<file path="src/rtl/branch_predictor.sv">
`timescale 1ns/1ps
// branch_predictor: 2-bit BTB predictor and misprediction controller.
//   Fetch side : PC_curr -> predicted_taken / predicted_target (combinational lookup)
//   Decode side: update_en, IF_ID_* prediction info, Branch, actual_taken/target
//                -> mispredicted / PC_correct (combinational), table update at clk edge
//   Stats      : branch_count / mispredict_count (registered, saturating)
module branch_predictor #(
   parameter int unsigned ENTRIES = 8,
   parameter int unsigned IDX_W   = 3
) (
   input  logic        clk,
   input  logic        rst_n,
   input  logic [15:0] PC_curr,
   output logic        predicted_taken,
   output logic [15:0] predicted_target,
   input  logic        update_en,
   input  logic [15:0] IF_ID_PC_curr,
   input  logic [15:0] IF_ID_PC_next,
   input  logic        IF_ID_predicted_taken,
   input  logic [15:0] IF_ID_predicted_target,
   input  logic        Branch,
   input  logic        actual_taken,
   input  logic [15:0] actual_target,
   output logic        mispredicted,
   output logic [15:0] PC_correct,
   output logic [15:0] branch_count,
   output logic [15:0] mispredict_count
);

   localparam int unsigned TAG_W   = 15 - IDX_W;
   localparam logic [15:0] CNT_MAX = 16'hFFFF;

   // BTB storage
   logic             valid_q  [ENTRIES];
   logic [TAG_W-1:0] tag_q    [ENTRIES];
   logic [15:0]      target_q [ENTRIES];
   logic [1:0]       cnt_q    [ENTRIES];

   logic [15:0] branch_count_q, branch_count_d;
   logic [15:0] mispredict_count_q, mispredict_count_d;

   // Instruction PCs are halfword aligned; bit 0 carries no index/tag information
   logic unused_pc_lsb;
   assign unused_pc_lsb = PC_curr[0] ^ IF_ID_PC_curr[0];

   // Fetch lookup
   logic [IDX_W-1:0] f_idx;
   logic [TAG_W-1:0] f_tag;
   logic             f_hit;
   assign f_idx = PC_curr[IDX_W:1];
   assign f_tag = PC_curr[15:IDX_W+1];
   assign f_hit = valid_q[f_idx] && (tag_q[f_idx] == f_tag);

   assign predicted_taken  = f_hit & cnt_q[f_idx][1];
   assign predicted_target = predicted_taken ? target_q[f_idx] : 16'h0000;

   // Resolution: flush decision and redirect PC
   always_comb begin
      mispredicted = 1'b0;
      PC_correct   = 16'h0000;
      if (update_en) begin
         if (Branch) begin
            mispredicted = (actual_taken != IF_ID_predicted_taken) |
                           (actual_taken & IF_ID_predicted_taken &
                            (actual_target != IF_ID_predicted_target));
         end else begin
            mispredicted = IF_ID_predicted_taken;
         end
         if (mispredicted) begin
            PC_correct = (Branch && actual_taken) ? actual_target : IF_ID_PC_next;
         end
      end
   end

   // Decode-side entry lookup for training
   logic [IDX_W-1:0] u_idx;
   logic [TAG_W-1:0] u_tag;
   logic             u_hit;
   assign u_idx = IF_ID_PC_curr[IDX_W:1];
   assign u_tag = IF_ID_PC_curr[15:IDX_W+1];
   assign u_hit = valid_q[u_idx] && (tag_q[u_idx] == u_tag);

   // Next contents of the single entry written this cycle
   logic             wr_en;
   logic             wr_valid;
   logic [TAG_W-1:0] wr_tag;
   logic [15:0]      wr_target;
   logic [1:0]       wr_cnt;

   always_comb begin
      wr_en     = 1'b0;
      wr_valid  = valid_q[u_idx];
      wr_tag    = tag_q[u_idx];
      wr_target = target_q[u_idx];
      wr_cnt    = cnt_q[u_idx];
      if (update_en) begin
         if (Branch) begin
            wr_en    = 1'b1;
            wr_valid = 1'b1;
            wr_tag   = u_tag;
            if (!u_hit) begin
               // Allocate (overwrites any aliasing entry), weakly biased toward outcome
               wr_target = actual_target;
               wr_cnt    = actual_taken ? 2'b10 : 2'b01;
            end else if (actual_taken) begin
               // Target refresh tracks BR whose register target changes
               wr_target = actual_target;
               if (cnt_q[u_idx] != 2'b11) wr_cnt = cnt_q[u_idx] + 2'd1;
            end else if (cnt_q[u_idx] != 2'b00) begin
               wr_cnt = cnt_q[u_idx] - 2'd1;
            end
         end else if (IF_ID_predicted_taken && u_hit) begin
            // False hit on a non-branch: drop the entry
            wr_en    = 1'b1;
            wr_valid = 1'b0;
         end
      end
   end

   // Table state
   always_ff @(posedge clk or negedge rst_n) begin
      if (!rst_n) begin
         for (int i = 0; i < int'(ENTRIES); i++) begin
            valid_q[i]  <= 1'b0;
            tag_q[i]    <= '0;
            target_q[i] <= 16'h0000;
            cnt_q[i]    <= 2'b01;
         end
      end else if (wr_en) begin
         valid_q[u_idx]  <= wr_valid;
         tag_q[u_idx]    <= wr_tag;
         target_q[u_idx] <= wr_target;
         cnt_q[u_idx]    <= wr_cnt;
      end
   end

   // Saturating statistics
   always_comb begin
      branch_count_d     = branch_count_q;
      mispredict_count_d = mispredict_count_q;
      if (update_en && Branch && (branch_count_q != CNT_MAX)) begin
         branch_count_d = branch_count_q + 16'd1;
      end
      if (mispredicted && (mispredict_count_q != CNT_MAX)) begin
         mispredict_count_d = mispredict_count_q + 16'd1;
      end
   end

   always_ff @(posedge clk or negedge rst_n) begin
      if (!rst_n) begin
         branch_count_q     <= 16'h0000;
         mispredict_count_q <= 16'h0000;
      end else begin
         branch_count_q     <= branch_count_d;
         mispredict_count_q <= mispredict_count_d;
      end
   end

   assign branch_count     = branch_count_q;
   assign mispredict_count = mispredict_count_q;

endmodule

</file>
<file path="config.mk">
export PLATFORM = sky130hd
export DESIGN_NAME = branch_predictor
export DESIGN_NICKNAME = d
export VERILOG_FILES = /design/src/rtl/branch_predictor.sv
export SDC_FILE = /design/constraint.sdc
export NUM_CORES = 1
export LEC_CHECK = 0
export CORE_UTILIZATION = 50
export CTS_CLUSTER_DIAMETER = 60
export DETAILED_ROUTE_END_ITERATION = 10
export GPL_TIMING_DRIVEN = 0
export PLACE_DENSITY = 0.72
export REMOVE_ABC_BUFFERS = 1
export SYNTH_ARGS = -nofsm -noshare
export SYNTH_HDL_FRONTEND = slang
export SYNTH_SLANG_ARGS = --single-unit
export TNS_END_PERCENT = 50
</file>
<file path="constraint.sdc">
create_clock -name clk -period 8.3 [get_ports clk]
set_input_delay 2.075 -clock clk [delete_from_list [all_inputs] [get_ports clk]]
set_output_delay 2.075 -clock clk [all_outputs]
set_load 0.01 [all_outputs]
</file>
==> metrics.cfg, run 1 <==
[run_status]
status = completed

[critical_path]
critPathArrivalTime_ps = 5770
critPathMaxFanout = 46
crit_type = primary input to primary output
cp.required_ps = 6230
end_kind = primary output
path_cells = buf_4 -> buf_16 -> mux4_2 -> mux2i_1 -> xor2_1 -> nand4_1 -> nor4_1 -> nand4_1 -> buf_4 -> buf_16 -> nor2_1 -> clkdlybuf4s50_1
critical-path-max-stage-delay_ps = 590
worst_setup_path_start_kind = primary input
cp.buffers_inverters = 5
cp_slowest_cell = clkdlybuf4s50_1
cpLargestDelayFamily = buffers and inverters

[placed_design]
io_buffers = 149
dp.cells = 1719
post-dp-hpwl_um = 26500
gp_congestion = 0.777

[clocking]
numCtsBuffers = 34
cts_buffer_depth = 3
clock_sinks = 280
cts.clk_slew.worst_paths_ps = 50
cts_tree = built
ctsRootBufferMaster = clkbuf_16
htree_levels = 2
clk_latency_ps = 520

[layout]
drive_gt1_share_pct = 24.2
diodes = 0
area_growth_syn_to_layout_pct = 21.4
stdcell_count = 1783
nNetsFinal = 1451
num-fill-cells = 2369

[power]
vdd.ir_drop.worst_mv = 0.144
power.switching_mw = 1.39
p_seq_share_pct = 42.8
sw_frac_of_total_pct = 29.1
p_leak_nw = 7.99
power.total_mw = 4.80
pwr-share-comb_pct = 24.9
p_clk_share_pct = 32.2
p_int_mw = 3.40
p_per_area_mw_per_mm2 = 254

[sta]
hold_violations = 0
min_period_ps = 7840
clock_skew_ps = 25.6
rsz0062_at_grt = no
finalMaxSlewViolations = 0
relSlewSlack_pct = 9.62
min_period_over_period_pct = 94.5
setup_viol = 0
finalSetupTns_ps = 0
tightest_slew_ps = 1350
fmax_ghz = 0.128

[yosys]
synth_flop_cell = dfrtp_1
yosys.area_share.simple_pct = 6.50
synth_xor_area_share_pct = 3.55
synth_edf_count = 0
synth_top_family_by_area = multiplexers
synthMuxAreaShare_pct = 34.7
syn_avg_cell_area_um2 = 12.6
synth.distinct_cells = 53
netlist_area_mm2 = 0.0155
yosys.area_share.adder_pct = 0.241
ys_seq_elements = 280
syn_inst = 1237
async_flop_share_pct = 100
yosysSeqAreaShare_pct = 45.1
synth_compound_area_share_pct = 7.07
synth_warnings = 0

[floorplanning]
die_h_um = 178
io_pins = 152
fp.dieW_um = 178
dieArea_mm2 = 0.0318
core_area_mm2 = 0.0306
row_count = 64
initial_utilization_pct = 50.8

[detailed_routing]
totalWireLength_um = 41700
initialDrtViolationCount = 787
routed_via_density = 6.17
drc = 0
wire_per_inst_um = 23.4
vias = 11000
dr.pass1.iters = 5
ant_nets = 0

[global_route]
grtUsageTotal_pct = 26.8
grt_pass1_wl_um = 64800
grt_pass1_vias = 11400
grt_overflow = 0
grt_antenna_before_repair = 0
grt_max_degree = 115

[worst_hold_path]
hp-class = flop to flop

[flow_run]
maxCapViolations = 0

layer usage:
layer,vias to the layer above,global-route usage [%],routed length [um],share of wire (%)
met5,-,0,0,0
met4,0,7.91,804,1.9
met3,67,3.79,2120,5.1
met2,351,46.0,21200,51
met1,5700,35.2,17600,42
li1,4881,-,-,-
final cells by class:
cell class                      instances  area [um2]  area share (%)
Clock buffer                           47        1020            5.42
Clock inverter                         14         161           0.855
Inverter                                7        26.3           0.139
Multi-Input combinational cell        867        8160            43.2
Sequential cell                       280        7020            37.2
Tap cell                              396         495            2.63
Timing Repair Buffer                  172        1980            10.5
cell families (layout without fill, tap and decap cells):
family,count (synthesis),count (layout)
fa+ha+maj,3,3
mux,423,423
flops,280,280
buf+inv,90,240
simple gates,216,216
xor+xnor,63,63
compound gates,162,162
through the flow:
stage / util, % / instance area (um2) / hold slack, ps / setup WS, ps
2_1_floorplan: - / 15100 / 470 / 1830
3_3_place_gp: 56.0 / 17100 / 482 / -6990
3_5_place_dp: 57.7 / 17600 / 483 / -196
4_1_cts: 61.6 / 18800 / 499 / 446
5_1_grt: 61.7 / 18900 / 517 / 247
6_report: 61.7 / 18900 / 495 / 459
path summary, 6_finish.rpt:
| kind | start | end | slack [ps] | cells after the start |
|---|---|---|---|---|
| setup reg to reg | tag_q[3] | target_q[103] | 3590 | 9 |
| max in group asynchronous | rst_n | branch_count[0] | 5410 | 3 |
| min in group asynchronous | rst_n | target_q[73] | 1560 | 1 |
| hold / removal | branch_count[7] | branch_count[7] | 490 | 1 |
| hold reg to reg | branch_count[7] | branch_count[7] | 490 | 1 |
| setup / recovery | PC_curr[1] | predicted_target[4] | 460 | 12 |
synth_stat cells, drive strengths merged, types with 4 or more instances:
library cell	n	area [um2]
nand2	81	304
dfstp	8	210
o211ai	5	37.5
nor2b	6	37.5
nor4	5	31.3
and2	5	31.3
or3	5	31.3
mux2i	72	721
nand2b	6	37.5
nor3	7	35.0
a22oi	17	128
buf	48	278
nand4	16	100
nor2	48	180
clkbuf	35	131
o31ai	7	52.6
dfrtp	272	6810
a221o	4	40.0
xnor2	45	394
inv	7	26.3
a21oi	44	243
o21ai	36	180
and3	8	50.1
o22ai	8	50.1
mux4	64	1440
nand3	22	110
a221oi	9	78.8
a22o	9	78.8
mux2	287	3230
xor2	18	158
sequential cells by signal, summed over array words and instances (netlist names):
name and flops:
mispredict_count 16, branch_count 16, valid_q 8, cnt_q 16, target_q 128, tag_q 96
what timing repair did:
action                                  CTS  global route
endpoints found under the setup margin   10             0
endpoints found under the hold margin     0             0
setup buffers                             2             0
gates resized for setup                   0             0
hold buffers                              0             0
cell usage in the layout, fill, tap and decap left out, types with 22 or more instances in the layout:
cell type and instances:
nand2_1 81, dfrtp_1 272, clkdlybuf4s50_1 142, a21oi_1 36, nor2_1 48, nand3_1 22
mux2_1 122, clkbuf_16 37, xnor2_1 45, o21ai_0 36, mux2_2 165, mux2i_1 72
mux4_2 64
power groups by stage:
stage               Combinational, mW  Sequential, mW  Clock, mW
floorplan                       0.817            1.98          0
global placement                 1.16            2.04          0
detailed placement               1.19            2.06          0
CTS                              1.20            2.05       1.57
global route                     1.30            2.11       1.63
finish                           1.20            2.05       1.55
(Power assumes the default switching activity.)
==> inputs of run 2 (changes only) <==
CORE_ASPECT_RATIO = 1.5   (was not set)
clock period = 7.7 ns   (was 8.3 ns; I/O delays follow)
==> run 2 against run 1 <==
- clock power fell by 8%
- via count decreased by 0.18%
- cell area shrank 1.7%
- combinational power rose by 8%
- global-route usage grew 0.61 points
- flip-flop and latch count unchanged
==> metrics.cfg, run 2 (synthesis results as in run 1) <==
[global_route]
grt_antenna_before_repair = 1
grtUsageTotal_pct = 27.4
grt_max_degree = 110
grt_pass1_wl_um = 66700
grt_pass1_vias = 11700
grt_overflow = 0

[clocking]
hold_buffers = 0
clk_latency_ps = 560
cts.clk_slew.worst_paths_ps = 60
ctsRootBufferMaster = clkbuf_16
cts_tree = built
numCtsBuffers = 27
clock_sinks = 280
htree_levels = 1
cts_buffer_depth = 3

[placed_design]
place_ws_ps = -717
dp.cells = 1718
place_area_mm2 = 0.0175
gp_congestion = 0.822
post-dp-hpwl_um = 27300
io_buffers = 149

[critical_path]
reg2reg_slack_ps = 2950
endpoint = predicted_target[12]
r2r_end = target_q[23]
end_kind = primary output
reg2reg_depth = 9
worst_setup_path_start_kind = primary input
critPathLaunch = PC_curr[1]
critPathMaxFanout = 43
critPathArrivalTime_ps = 5370
cp.required_ps = 5780
crit_type = primary input to primary output
reg2reg_from = tag_q[3]

[layout]
regMostFlops = target_q
drive_gt1_share_pct = 23.2
nNetsFinal = 1440
stdcell_count = 1772
fin_area_mm2 = 0.0185
largest_reg_flops = 128
layout_common_cells = 272 x dfrtp_1, 165 x mux2_2, 142 x clkdlybuf4s50_1
top_regs = target_q: 128 flops, tag_q: 96 flops
area_growth_syn_to_layout_pct = 19.3
diodes = 0
final_common_cell = dfrtp_1
postLayoutCoreUtil_pct = 60.9

[power]
p_int_mw = 3.48
pwr-share-comb_pct = 26.1
p_leak_nw = 7.83
p_seq_share_pct = 44.9
p_per_area_mw_per_mm2 = 266
vdd.ir_drop.worst_mv = 0.179
p_clk_share_pct = 29.0
sw_frac_of_total_pct = 29.4
power.switching_mw = 1.45

[floorplanning]
fp.dieW_um = 146
dieArea_mm2 = 0.0318
core_area_mm2 = 0.0304
die_h_um = 218
initial_utilization_pct = 51.0
row_count = 78
io_pins = 152

[detailed_routing]
initialDrtViolationCount = 592
routed_via_density = 6.20
drc = 0
totalWireLength_um = 42300
wire_per_inst_um = 23.9
vias = 11000
dr.pass1.iters = 5
ant_nets = 0

[run_status]
status = completed

[sta]
min_period_over_period_pct = 94.8
relSlewSlack_pct = 10.6
fmax_ghz = 0.137
setup_viol = 0
min_period_ps = 7300
postLayoutSetupSlackWorst_ps = 400
hold_violations = 0
rsz0062_at_grt = no
finalMaxSlewViolations = 0
clock_skew_ps = 26.5
tightest_slew_ps = 1340

[worst_hold_path]
hp-class = flop to flop

[flow_run]
maxCapViolations = 0

[run 2: power groups by stage]
| stage | clock network, mW | registers, mW | logic, mW |
|---|---|---|---|
| global route | 1.50 | 2.27 | 1.41 |
| detailed placement | 0 | 2.22 | 1.29 |
| global placement | 0 | 2.20 | 1.26 |
| finish | 1.43 | 2.21 | 1.29 |
| floorplan | 0 | 2.14 | 0.880 |
| CTS | 1.45 | 2.20 | 1.30 |
[run 2: stage by stage]
stage / setup TNS (ps) / power (mW) / hold WS (ps)
6_report: 0 / 4.93 / 495
5_1_grt: 0 / 5.18 / 522
4_1_cts: 0 / 4.95 / 499
3_5_place_dp: -10080 / 3.52 / 483
3_3_place_gp: -3360970 / 3.46 / 482
2_1_floorplan: 0 / 3.02 / 470
[run 2: layout make-up]
cell class / instances / area (um2)
clock buffers: 42 / 802
clock inverters: 8 / 144
fillers: 2475 / 11900
inverters: 7 / 26.3
multi-input cells: 867 / 8160
flip-flops and latches: 280 / 7020
well taps: 400 / 500
repair buffers: 168 / 1890
[run 2: what timing repair did]
item	4_1_cts	5_1_grt
setup endpoints to repair	17	1
pin swaps	1	0
endpoints found under the hold margin	0	0
buffers inserted	3	0
cloned	0	0
gates resized for setup	0	1
[run 2: routing by layer]
| layer | GRT usage [%] | up-vias | share of wire (%) |
|---|---|---|---|
| met4 | 8.81 | 2 | 2.5 |
| met2 | 49.8 | 359 | 53 |
| met3 | 3.68 | 80 | 5.3 |
| li1 | - | 4859 | - |
| met5 | 0 | - | 0.031 |
| met1 | 33.4 | 5679 | 40 |
[run 2: worst max-delay path, stage by stage]
cell             delay [ps]
buf_6                   300
buf_16                  340
mux4_2                  560
mux2i_1                 180
xor2_1                  280
nand4_1                 160
nor4_1                  390
nand4_1                 130
buf_4                   230
buf_4                   170
nor2_1                  100
clkdlybuf4s50_1         540
[run 2: worst min path at each step]
stage / from / end / cells past startpoint / slack (ps)
after floorplan: tag_q[19] / tag_q[19] / 1 / 470
after global routing: tag_q[66] / tag_q[66] / 1 / 520
after global placement: target_q[113] / target_q[113] / 1 / 480
after CTS: branch_count[9] / branch_count[9] / 1 / 500
final: branch_count[9] / branch_count[9] / 1 / 490
after detailed placement: branch_count[9] / branch_count[9] / 1 / 480
